`config.mk`:
```
export PLATFORM = sky130hd
export DESIGN_NAME = reg_write_arbiter_flat
export DESIGN_NICKNAME = d
export VERILOG_FILES = /design/src/rtl/reg_write_arbiter_pkg.sv /design/src/rtl/reg_write_arbiter_if.sv /design/src/rtl/reg_write_arbiter_rr_pick.sv /design/src/rtl/reg_write_arbiter.sv /design/src/flat_wrapper.sv
export SDC_FILE = /design/constraint.sdc
export NUM_CORES = 1
export LEC_CHECK = 0
export CAP_MARGIN = 20
export CORE_MARGIN = 3
export CORE_UTILIZATION = 29
export CTS_BUF_LIST = sky130_fd_sc_hd__clkbuf_8
export DETAILED_ROUTE_END_ITERATION = 6
export PLACE_DENSITY = 0.77
export SETUP_SLACK_MARGIN = 0.2
export SLEW_MARGIN = 10
export SYNTH_ARGS = -nofsm -noshare
export SYNTH_HDL_FRONTEND = slang
export SYNTH_SLANG_ARGS = --single-unit
```
`constraint.sdc`:
```
create_clock -name clk -period 5.6 [get_ports clk]
set_input_delay 0.84 -clock clk [delete_from_list [all_inputs] [get_ports clk]]
set_output_delay 0.84 -clock clk [all_outputs]
set_load 0.005 [all_outputs]
```
`src/rtl/reg_write_arbiter_pkg.sv`:
```
// Shared constants and helpers for the register-file write arbiter.
// The register file and the destination decoder take their widths from here,
// so every consumer agrees on DATA_W / N_REGS / ADDR_W.
package reg_write_arbiter_pkg;

    localparam int  N_REQ            = 3;   // writeback requesters
    localparam int  N_REGS           = 16;  // reg_32_bit instances
    localparam int  ADDR_W           = 4;   // log2(N_REGS)
    localparam int  DATA_W           = 32;  // write data width
    localparam bit  ZERO_REG_DEFAULT = 1'b1;
    localparam int  REQ_IDX_W        = (N_REQ > 1) ? $clog2(N_REQ) : 1;

    // Index reached by stepping 'offset' places past 'base', wrapping at N_REQ.
    // N_REQ need not be a power of two, so the wrap is an explicit modulo.
    function automatic logic [REQ_IDX_W-1:0] rr_index(
        input logic [REQ_IDX_W-1:0] base,
        input int unsigned          offset
    );
        int unsigned sum;
        sum = int'(base) + offset;
        return REQ_IDX_W'(sum % N_REQ);
    endfunction

endpackage

```
`src/rtl/reg_write_arbiter_if.sv`:
```
// Write-port bus between the writeback requesters and the arbiter.
//   master : requester side  - drives stall, req, req_dest, req_data
//   slave  : arbiter side    - drives ack, load_enable, wr_data, busy
// Requester i occupies req_dest[i*ADDR_W +: ADDR_W] and req_data[i*DATA_W +: DATA_W].
interface reg_write_arbiter_if;
    import reg_write_arbiter_pkg::*;

    logic                      stall;
    logic [N_REQ-1:0]          req;
    logic [N_REQ*ADDR_W-1:0]   req_dest;
    logic [N_REQ*DATA_W-1:0]   req_data;
    logic [N_REQ-1:0]          ack;
    logic [N_REGS-1:0]         load_enable;
    logic [DATA_W-1:0]         wr_data;
    logic                      busy;

    modport master (
        output stall, req, req_dest, req_data,
        input  ack, load_enable, wr_data, busy
    );

    modport slave (
        input  stall, req, req_dest, req_data,
        output ack, load_enable, wr_data, busy
    );
endinterface

```
`src/rtl/reg_write_arbiter_rr_pick.sv`:
```
// Combinational round-robin picker.
//   eligible   : requesters that may be granted this edge
//   last_grant : index granted most recently
//   winner     : first eligible index after last_grant (wrapping)
//   valid      : 1 when any requester is eligible
module reg_write_arbiter_rr_pick
    import reg_write_arbiter_pkg::*;
(
    input  logic [N_REQ-1:0]     eligible,
    input  logic [REQ_IDX_W-1:0] last_grant,
    output logic [REQ_IDX_W-1:0] winner,
    output logic                 valid
);
    // cand[k] is the index at priority rank k (rank 0 = just after last_grant).
    logic [REQ_IDX_W-1:0] cand [N_REQ];
    logic [N_REQ-1:0]     cand_hit;

    genvar gi;
    generate
        for (gi = 0; gi < N_REQ; gi++) begin : g_rank
            assign cand[gi]     = rr_index(last_grant, gi + 1);
            assign cand_hit[gi] = eligible[cand[gi]];
        end
    endgenerate

    // Scan from lowest priority upwards so the highest-priority hit is the one left standing.
    always_comb begin
        winner = '0;
        valid  = 1'b0;
        for (int k = N_REQ - 1; k >= 0; k--) begin
            if (cand_hit[k]) begin
                valid  = 1'b1;
                winner = cand[k];
            end
        end
    end
endmodule

```
`src/rtl/reg_write_arbiter.sv`:
```
// Register-file write-port arbiter. Picks one writeback requester per cycle
// round-robin and presents its write, fully registered, on the next cycle.
//   clk : rising-edge clock
//   clr : synchronous active-high reset (dominates stall and req)
//   bus : slave side of reg_write_arbiter_if (req/dest/data/stall in;
//         ack, one-hot load_enable, shared wr_data, busy out)
module reg_write_arbiter
    import reg_write_arbiter_pkg::*;
#(
    parameter bit ZERO_REG = ZERO_REG_DEFAULT
)(
    input  logic               clk,
    input  logic               clr,
    reg_write_arbiter_if.slave bus
);
    logic [N_REQ-1:0]     ack_reg;
    logic [N_REGS-1:0]    load_enable_reg;
    logic [DATA_W-1:0]    wr_data_reg;
    logic                 busy_reg;
    logic [REQ_IDX_W-1:0] last_grant_reg;

    logic [N_REQ-1:0]     eligible;
    logic [REQ_IDX_W-1:0] winner;
    logic                 pick_valid;
    logic                 grant;
    logic [ADDR_W-1:0]    dest_arr [N_REQ];
    logic [DATA_W-1:0]    data_arr [N_REQ];
    logic [ADDR_W-1:0]    win_dest;
    logic [DATA_W-1:0]    win_data;
    logic [N_REQ-1:0]     ack_next;
    logic [N_REGS-1:0]    load_enable_next;

    // The requester being acked this cycle still holds req; masking it stops a
    // second grant for the same write.
    assign eligible = bus.req & ~ack_reg;

    reg_write_arbiter_rr_pick u_pick (
        .eligible   (eligible),
        .last_grant (last_grant_reg),
        .winner     (winner),
        .valid      (pick_valid)
    );

    assign grant = pick_valid & ~bus.stall;

    genvar gi;
    generate
        for (gi = 0; gi < N_REQ; gi++) begin : g_req
            assign dest_arr[gi] = bus.req_dest[gi*ADDR_W +: ADDR_W];
            assign data_arr[gi] = bus.req_data[gi*DATA_W +: DATA_W];
            assign ack_next[gi] = (winner == REQ_IDX_W'(gi));
        end
        // Destination decoder; register 0 is never enabled when it is hardwired zero.
        for (gi = 0; gi < N_REGS; gi++) begin : g_dec
            assign load_enable_next[gi] = (win_dest == ADDR_W'(gi)) && !(ZERO_REG && (gi == 0));
        end
    endgenerate

    assign win_dest = dest_arr[winner];
    assign win_data = data_arr[winner];

    always_ff @(posedge clk) begin
        if (clr) begin
            ack_reg         <= '0;
            load_enable_reg <= '0;
            wr_data_reg     <= '0;
            busy_reg        <= 1'b0;
            last_grant_reg  <= REQ_IDX_W'(N_REQ - 1);
        end else if (grant) begin
            ack_reg         <= ack_next;
            load_enable_reg <= load_enable_next;
            wr_data_reg     <= win_data;
            busy_reg        <= 1'b1;
            last_grant_reg  <= winner;
        end else begin
            // wr_data and last_grant intentionally hold.
            ack_reg         <= '0;
            load_enable_reg <= '0;
            busy_reg        <= 1'b0;
        end
    end

    assign bus.ack         = ack_reg;
    assign bus.load_enable = load_enable_reg;
    assign bus.wr_data     = wr_data_reg;
    assign bus.busy        = busy_reg;
endmodule

```
`src/flat_wrapper.sv`:
```
// flat-port wrapper written by rule: the top's interface ports become plain ports
module reg_write_arbiter_flat import reg_write_arbiter_pkg::*;
#(
    parameter bit ZERO_REG = ZERO_REG_DEFAULT
)
  (clk, clr, bus_stall, bus_req, bus_req_dest, bus_req_data, bus_ack, bus_load_enable, bus_wr_data, bus_busy);
  reg_write_arbiter_if bus_i ();
  input  logic clk;
  input  logic clr;
  input wire logic [$bits(bus_i.stall)-1:0] bus_stall;
  input wire logic [$bits(bus_i.req)-1:0] bus_req;
  input wire logic [$bits(bus_i.req_dest)-1:0] bus_req_dest;
  input wire logic [$bits(bus_i.req_data)-1:0] bus_req_data;
  output wire logic [$bits(bus_i.ack)-1:0] bus_ack;
  output wire logic [$bits(bus_i.load_enable)-1:0] bus_load_enable;
  output wire logic [$bits(bus_i.wr_data)-1:0] bus_wr_data;
  output wire logic [$bits(bus_i.busy)-1:0] bus_busy;
  assign bus_i.stall = bus_stall;
  assign bus_i.req = bus_req;
  assign bus_i.req_dest = bus_req_dest;
  assign bus_i.req_data = bus_req_data;
  assign bus_ack = bus_i.ack;
  assign bus_load_enable = bus_i.load_enable;
  assign bus_wr_data = bus_i.wr_data;
  assign bus_busy = bus_i.busy;
  reg_write_arbiter #(.ZERO_REG(ZERO_REG)) u_core (.clk(clk), .clr(clr), .bus(bus_i));
endmodule
```
==> metrics.txt, run 1 <==
cts hold-fix bufs 0; Top Ports roughly 170; Synth area leaders dfxtp_1 (40%), o211a_1 (12%), nand2_1 (9.8%); Net Sw Frac 0.291; dominant cell type by area after synthesis dfxtp_1; Post-CTS Setup Bufs 0; CTS sink cnt between 50 and 60; max reg flops 32; Diodes inserted 0; Netlist cell types 42; Resize count post-CTS 0; Synth top cells by count nand2_1 (69), dfxtp_1 (53), nand4_1 (37); die area just over 0.01 mm^2; Max Fclk around 300 MHz; clock skew around 0.0037 ns; top-count cell post-synth nand2_1; Synthesized Nets 438; Worst setup SP type input pin; Syn Inst Count roughly 320; clock share of power 0.262; Int Power between 0.0008 and 0.0009 W; RSZ-0062 raised after global routing no; Peak VDD IR between 0.1 and 0.15 mV; Post-synth ARST share 0; 1st-pass router iterations 4; Hold Violations, Final 0; slew margin rel. 0.403; vias per cell about 5.3; GRT Util Overall 0.174; area delta synth->final 70.9%; Post-Route WL a little over 9 mm; number of global-route vias before repair around 3000; Post-synth EDFFs 0; Worst Tran Pin Value 0.894 ns; share of cells above drive strength 1 0.0510; GR Overflow Total 0; Clock Tree Buf Depth 2; initial antenna violation count 0; pwr/cell area about 250 mW/mm^2; leakage power total 1.92 nW; status completed; drc violations 0; total power 0.00115 W; final setup violation count 0; Worst-path clk slew ~0.09 ns; Worst setup EP type register; share of the synthesized area in the top cell type 0.402; Yosys reg bits 53; Clock Tree Root clkbuf_8; H-tree depth 2; row count 34; area of the core ~0.0088 mm^2; Inserted Clock Buffers 5; Final Cycle Share 0.607; die width slightly above 100 um; Seq pwr share 0.379; first-pass GRT wire length 14.5 mm; worst-path maximum fanout 38; PortBufs 164; DRT iter0 DRCs between 90 and 100; Setup TNS Final 0 ns; register area share after synthesis 0.402; clk_lat worst skew roughly 0.30 ns; routed len/inst ~16 um; post-route minimum period ~3.4 ns; Starting Density 0.301; GPL Wtd Cong about 0.76; total placed instance area ~0.0043 mm^2; Layout Nets slightly below 600; fin. max-slew vios 0; Vias 3040; CTS tree built; Tightest Hold Check Type register to register; YS warnings 0; Antenna Violating Nets Remaining 0; die height between 100 and 150 um; HPWL Detailed just under 7 mm; Gate power share 0.359; Req. time, crit path about 5.8 ns; Setup CP Type input pin to register; Synth Flop Type dfxtp_1; Worst EP arrival between 3 and 4 ns; Post-Syn Area 0.00264 mm^2; largest net degree at the start of global routing between 40 and 50; max_cap viols 0; Mean Syn Cell Area ~8.2 um^2; fin area 0.00451 mm^2; sw power around 0.00033 W
## cell usage in the layout, fill, tap and decap left out, types with 2 or more instances in the layout
cell type and instances:
nand4_1 37, or3_1 2, o2111ai_1 2, o211ai_1 3
o211a_1 32, nand3_1 33, clkdlybuf4s50_1 164, inv_1 8
nor2_1 16, buf_4 3, bufinv_16 2, nand2_1 69
and2_1 3, nor3_2 2, nor3_1 4, clkbuf_8 5
ha_1 2, nor2b_1 2, dfxtp_1 53, a211o_1 3
## kinds of logic (layout without fill, tap and decap cells)
kind of cell               count (synthesis)  count (layout)  synth area share
AOI/OAI and AO/OA                         54              54             0.197
and+or+nand+nor                          172             172             0.320
other                                      1               1           0.00142
muxes                                      1               1           0.00379
adders and majority gates                  4               4            0.0175
buffers and inverters                     37             186            0.0588
DFF                                       53              53             0.402
## through the flow
step	hold WS, ns	instances	util	setup slack, ns
2_1_floorplan	0.490	322	-	3.06
3_3_place_gp	0.479	570	0.496	1.96
3_5_place_dp	0.484	570	0.496	1.91
4_1_cts	0.513	578	0.512	2.21
5_1_grt	0.531	579	0.515	2.02
6_report	0.508	579	0.515	2.20
## per-layer routing
layer  vias to the layer above  track usage  share of wire
met1                      1446        0.200           0.39
met5                         -            0              0
met4                         0       0.0378         0.0086
met2                       124        0.322           0.52
li1                       1463            -              -
met3                         7       0.0455          0.082
## power groups by stage
stage	registers (W)	clock network, W	logic [W]
after floorplan	0.000446	0	0.000199
after global placement	0.000443	0	0.000405
after detailed placement	0.000444	0	0.000410
after CTS	0.000436	0.000312	0.000413
after global routing	0.000442	0.000325	0.000450
final	0.000436	0.000301	0.000412
## worst max-delay path: stages
cell,delay [ns]
clkdlybuf4s50_1,0.44
nor2b_1,0.45
nor2_1,0.15
maj3_1,0.43
a21oi_4,0.74
buf_12,0.28
nand4_1,0.11
o211a_1,0.14
## cell type report
class	instances	area, um^2
sequential	53	1060
clock buffer	5	68.8
tap	108	135
timing repair buffer	169	1710
fill	846	4250
inverter	9	33.8
clock inverter	3	65.1
multi-input combinational	232	1440
## final timing paths
| check | start | end | slack, ns | cells after the start |
|---|---|---|---|---|
| setup / recovery | bus_req[1] | u_core.bus.wr_data[11]$_SDFFE_PP0P_ | 2.20 | 8 |
| hold / removal | u_core.bus.wr_data[0]$_SDFFE_PP0P_ | u_core.bus.wr_data[0]$_SDFFE_PP0P_ | 0.51 | 1 |
| setup reg to reg | u_core.last_grant_reg[0]$_SDFFE_PP0P_ | u_core.bus.load_enable[13]$_SDFF_PP0_ | 2.68 | 8 |
| hold reg to reg | u_core.bus.wr_data[0]$_SDFFE_PP0P_ | u_core.bus.wr_data[0]$_SDFFE_PP0P_ | 0.51 | 1 |
(Power assumes the default switching activity.)
==> run 2: changes to the inputs <==
Clock period 5.6 ns to 3.4 ns, I/O delays scaled along.
==> metrics.txt, run 2 (synthesis gave the netlist of run 1 again) <==
area of the core between 0.008 and 0.009 mm^2; row count 34; routed len/inst between 15 and 20 um; Diodes inserted 0; worst-path maximum fanout 43; HPWL Detailed around 6.8 mm; pwr/cell area between 400 and 500 mW/mm^2; max reg flops 32; Final Cycle Share 0.852; Clock Tree Buf Depth 2; Max Fclk approximately 350 MHz; clock skew ~0.0049 ns; GR Overflow Total 0; Clock Tree Root clkbuf_8; Peak VDD IR about 0.21 mV; commonest non-fill, non-tap cell in the layout clkdlybuf4s50_1; final setup violation count 0; Resize count post-CTS 0; post-route minimum period 2.90 ns; cts hold-fix bufs 0; most frequent cells in the layout clkdlybuf4s50_1 (164), nand2_1 (69), dfxtp_1 (53); clk_lat worst skew around 0.30 ns; Vias ~3000; status completed; Top Ports approximately 170; Setup TNS Final 0 ns; Worst EP arrival 3.11 ns; max_cap viols 0; Layout Nets 588; Post-Route WL approximately 9 mm; die width slightly above 100 um; drc violations 0; PortBufs between 150 and 200; vias per cell between 5 and 6; DRT iter0 DRCs 121; slew margin rel. 0.589; number of global-route vias before repair just under 3000; multi-input logic area around 0.0014 mm^2; die height approximately 100 um; initial antenna violation count 0; Setup CP Type register to register; Hold Violations, Final 0; Req. time, crit path 3.61 ns; die area just over 0.01 mm^2; Worst setup EP type register; GRT Util Overall 0.171; CTS tree built; CTS sink cnt 53; largest net degree at the start of global routing 44; Worst setup SP type register; Post-CTS Setup Bufs 0; Antenna Violating Nets Remaining 0; Register Area 0.00106 mm^2; Starting Density 0.301; Worst Tran Pin Value 0.606 ns; fin area roughly 0.0045 mm^2; leakage power total slightly below 2 nW; first-pass GRT wire length about 14 mm; Worst-path clk slew around 0.09 ns; RSZ-0062 raised after global routing no; H-tree depth 2; area delta synth->final 70.2%; total placed instance area around 0.0044 mm^2; GPL Wtd Cong between 0.8 and 0.9; 1st-pass router iterations 4; fin. max-slew vios 0; # fillers between 800 and 900; share of cells above drive strength 1 0.0550; Tightest Hold Check Type register to register; Inserted Clock Buffers 5
-- run 2: routing by layer --
metal  up-vias  global-route usage  part of all wire
met5         -                   0                 0
met4         0              0.0378             0.010
met3         8              0.0406             0.076
li1       1469                   -                 -
met1      1399               0.206              0.41
met2       129               0.306              0.50
-- run 2: cell type report --
type                            count  share of cell area
Tap cell                          108              0.0301
Multi-Input combinational cell    232               0.319
Clock buffer                        5              0.0153
Inverter                            9             0.00752
Timing Repair Buffer              171               0.377
Clock inverter                      3              0.0145
Sequential cell                    53               0.236
-- run 2: worst paths after layout --
| path | start | endpoint | slack [ns] | cells past startpoint |
|---|---|---|---|---|
| worst min register to register | u_core.bus.wr_data[0]$_SDFFE_PP0P_ | u_core.bus.wr_data[0]$_SDFFE_PP0P_ | 0.50 | 1 |
| worst min-delay path | u_core.bus.wr_data[0]$_SDFFE_PP0P_ | u_core.bus.wr_data[0]$_SDFFE_PP0P_ | 0.50 | 1 |
| worst max-delay path | u_core.last_grant_reg[0]$_SDFFE_PP0P_ | u_core.bus.load_enable[13]$_SDFF_PP0_ | 0.50 | 8 |
| worst max register to register | u_core.last_grant_reg[0]$_SDFFE_PP0P_ | u_core.bus.load_enable[13]$_SDFF_PP0_ | 0.50 | 8 |
-- run 2: worst max-delay path: stages (launching register included) --
cell and delay, ns:
dfxtp_1 0.38, inv_1 0.06, ha_1 0.41, and2_1 0.20, o21ai_1 0.27, o211a_4 0.57
o311ai_1 0.28, or3_1 0.45, nor3_1 0.18
-- run 2: metrics by stage --
step	util	worst slack, ns	instances	power (W)	hold WS (ns)
3_5_place_dp	0.497	0.299	573	0.00141	0.487
4_1_cts	0.513	0.487	581	0.00191	0.509
2_1_floorplan	-	1.08	322	0.00106	0.490
6_report	0.513	0.503	581	0.00188	0.503
5_1_grt	0.513	0.274	581	0.00199	0.529
3_3_place_gp	0.497	0.385	573	0.00140	0.480
-- run 2: power by group --
group / switching [W] / total, W / internal (W)
Sequential: 0.0000336 / 0.000719 / 0.000685
Clock: 0.000199 / 0.000492 / 0.000292
Combinational: 0.000312 / 0.000671 / 0.000360
==> run 3: changes to the inputs <==
Settings changed: CORE_MARGIN 3 to 1.
==> metrics.txt, run 3 (synthesis gave the netlist of run 1 again) <==
max reg flops 32; largest net degree at the start of global routing 44; Final Cycle Share 0.831; Hold Path Origin u_core.bus.wr_data[9]$_SDFFE_PP0P_; dpl ws roughly 0.3 ns; Reg2Reg Depth 8; Hold Violations, Final 0; die width ~97 um; sw power around 0.00056 W; fin. max-slew vios 0; R2R Path End u_core.bus.load_enable[2]$_SDFF_PP0_; Diodes inserted 0; Req. time, crit path approximately 3.6 ns; worst path bufs/invs 1; share of cells above drive strength 1 0.0550; Max Fclk between 300 and 400 MHz; area of the core between 0.008 and 0.009 mm^2; Inserted Clock Buffers 5; met1 usage 0.208; number of global-route vias before repair roughly 3000; H-tree depth 2; routed len/inst about 15 um; leakage power total between 1.5 and 2 nW; Worst setup EP type register; final core utilization 0.510; RSZ-0062 raised after global routing no; M2 GR Usage 0.321; die height about 100 um; Clock Tree Buf Depth 2; row count 34; r2r startpoint u_core.last_grant_reg[0]$_SDFFE_PP0P_; Post-Route WL a little under 9 mm; status completed; slack of the critical path about 0.57 ns; GR Overflow Total 0; Worst EP arrival ~3.1 ns; Hold EP u_core.bus.wr_data[9]$_SDFFE_PP0P_; Antenna Violating Nets Remaining 0; cts hold-fix bufs 0; Post-CTS Setup Bufs 0; clock share of power 0.205; vias per cell roughly 5.2; worst-path maximum fanout 43; commonest non-fill, non-tap cell in the layout clkdlybuf4s50_1; initial antenna violation count 0; PortBufs approximately 160; Layout Nets 588; Resize count post-CTS 0; DRT iter0 DRCs a little under 80; CTS tree built; Peak VDD IR about 0.19 mV; GR Util met3 0.0489; Max stage delay on crit path just under 0.6 ns; Worst path slowest cell or4_4; Hold Path Depth 1; 1st-pass router iterations 4; Gate power share 0.386; clk_lat worst skew about 0.30 ns; critical path cell sequence inv_1 > ha_1 > and2_1 > o21ai_1 > o211a_4 > o31ai_1 > or4_4 > nor2_1; Seq pwr share 0.409; FF-to-FF setup slack 0.57 ns; Clock Tree Root clkbuf_8; Setup CP Type register to register; first-pass GRT wire length between 10 and 15 mm; Worst Tran Pin Value between 0.5 and 0.6 ns; post-route minimum period between 2 and 3 ns; Net Sw Frac 0.317; Starting Density 0.301; most frequent cells in the layout clkdlybuf4s50_1 (164), nand2_1 (69), dfxtp_1 (53); Int Power about 0.0012 W; Worst-path clk slew roughly 0.10 ns; slew margin rel. 0.637; CTS sink cnt 53; Tightest Hold Check Type register to register; GRT Util Overall 0.177; GPL Wtd Cong between 0.8 and 0.9; Worst setup SP type register; clock skew 0.00416 ns; Vias 3034; gr busiest metal met2; Top Ports between 150 and 200; largest delay contributor family on the critical path compound AO/OA/AOI/OAI gates; die area roughly 0.0095 mm^2; pwr/cell area 393 mW/mm^2; drc violations 0; max_cap viols 0; Setup TNS Final 0 ns; area delta synth->final 69.2%; final setup violation count 0; HPWL Detailed about 6.6 mm
run 3: changes by cell type in the layout (fill, tap and decap cells not counted), sizes merged:
cell	change
inv	+1
bufinv	-2
clkinv	+1
run 3: area by class of cell:
type | instances | area, um^2
clock inverters | 3 | 26.3
repair buffers | 171 | 1710
well taps | 108 | 135
clock buffers | 5 | 68.8
inverters | 9 | 33.8
multi-input cells | 232 | 1440
fillers | 838 | 4300
flip-flops and latches | 53 | 1060
run 3: stage by stage:
stage	instances	total power [W]	hold WS, ns	cell area (um^2)
2_1_floorplan	322	0.00106	0.490	2640
3_3_place_gp	573	0.00140	0.479	4370
3_5_place_dp	573	0.00141	0.486	4370
4_1_cts	581	0.00178	0.509	4470
5_1_grt	581	0.00186	0.527	4470
6_report	581	0.00176	0.506	4470
run 3: layer usage:
| metal | wire, um | vias up |
|---|---|---|
| li1 | - | 1470 |
| met1 | 3700 | 1440 |
| met2 | 4430 | 116 |
| met3 | 587 | 8 |
| met4 | 83 | 0 |
| met5 | 0 | - |
run 3: worst max path at each step:
stage               cells past startpoint                                   end                             startpoint
floorplan                               9  u_core.bus.load_enable[9]$_SDFF_PP0_  u_core.last_grant_reg[0]$_SDFFE_PP0P_
global placement                        7  u_core.bus.load_enable[4]$_SDFF_PP0_                             bus_req[1]
detailed placement                      7  u_core.bus.load_enable[2]$_SDFF_PP0_                             bus_req[1]
CTS                                     8  u_core.bus.load_enable[2]$_SDFF_PP0_  u_core.last_grant_reg[0]$_SDFFE_PP0P_
global route                            8  u_core.bus.load_enable[2]$_SDFF_PP0_  u_core.last_grant_reg[0]$_SDFFE_PP0P_
finish                                  8  u_core.bus.load_enable[2]$_SDFF_PP0_  u_core.last_grant_reg[0]$_SDFFE_PP0P_
run 3: power groups by stage:
stage | Combinational, W | Clock [W] | Sequential, W
floorplan | 0.000328 | 0 | 0.000735
detailed placement | 0.000677 | 0 | 0.000732
global placement | 0.000669 | 0 | 0.000729
CTS | 0.000682 | 0.000380 | 0.000719
global route | 0.000733 | 0.000405 | 0.000726
finish | 0.000678 | 0.000361 | 0.000719
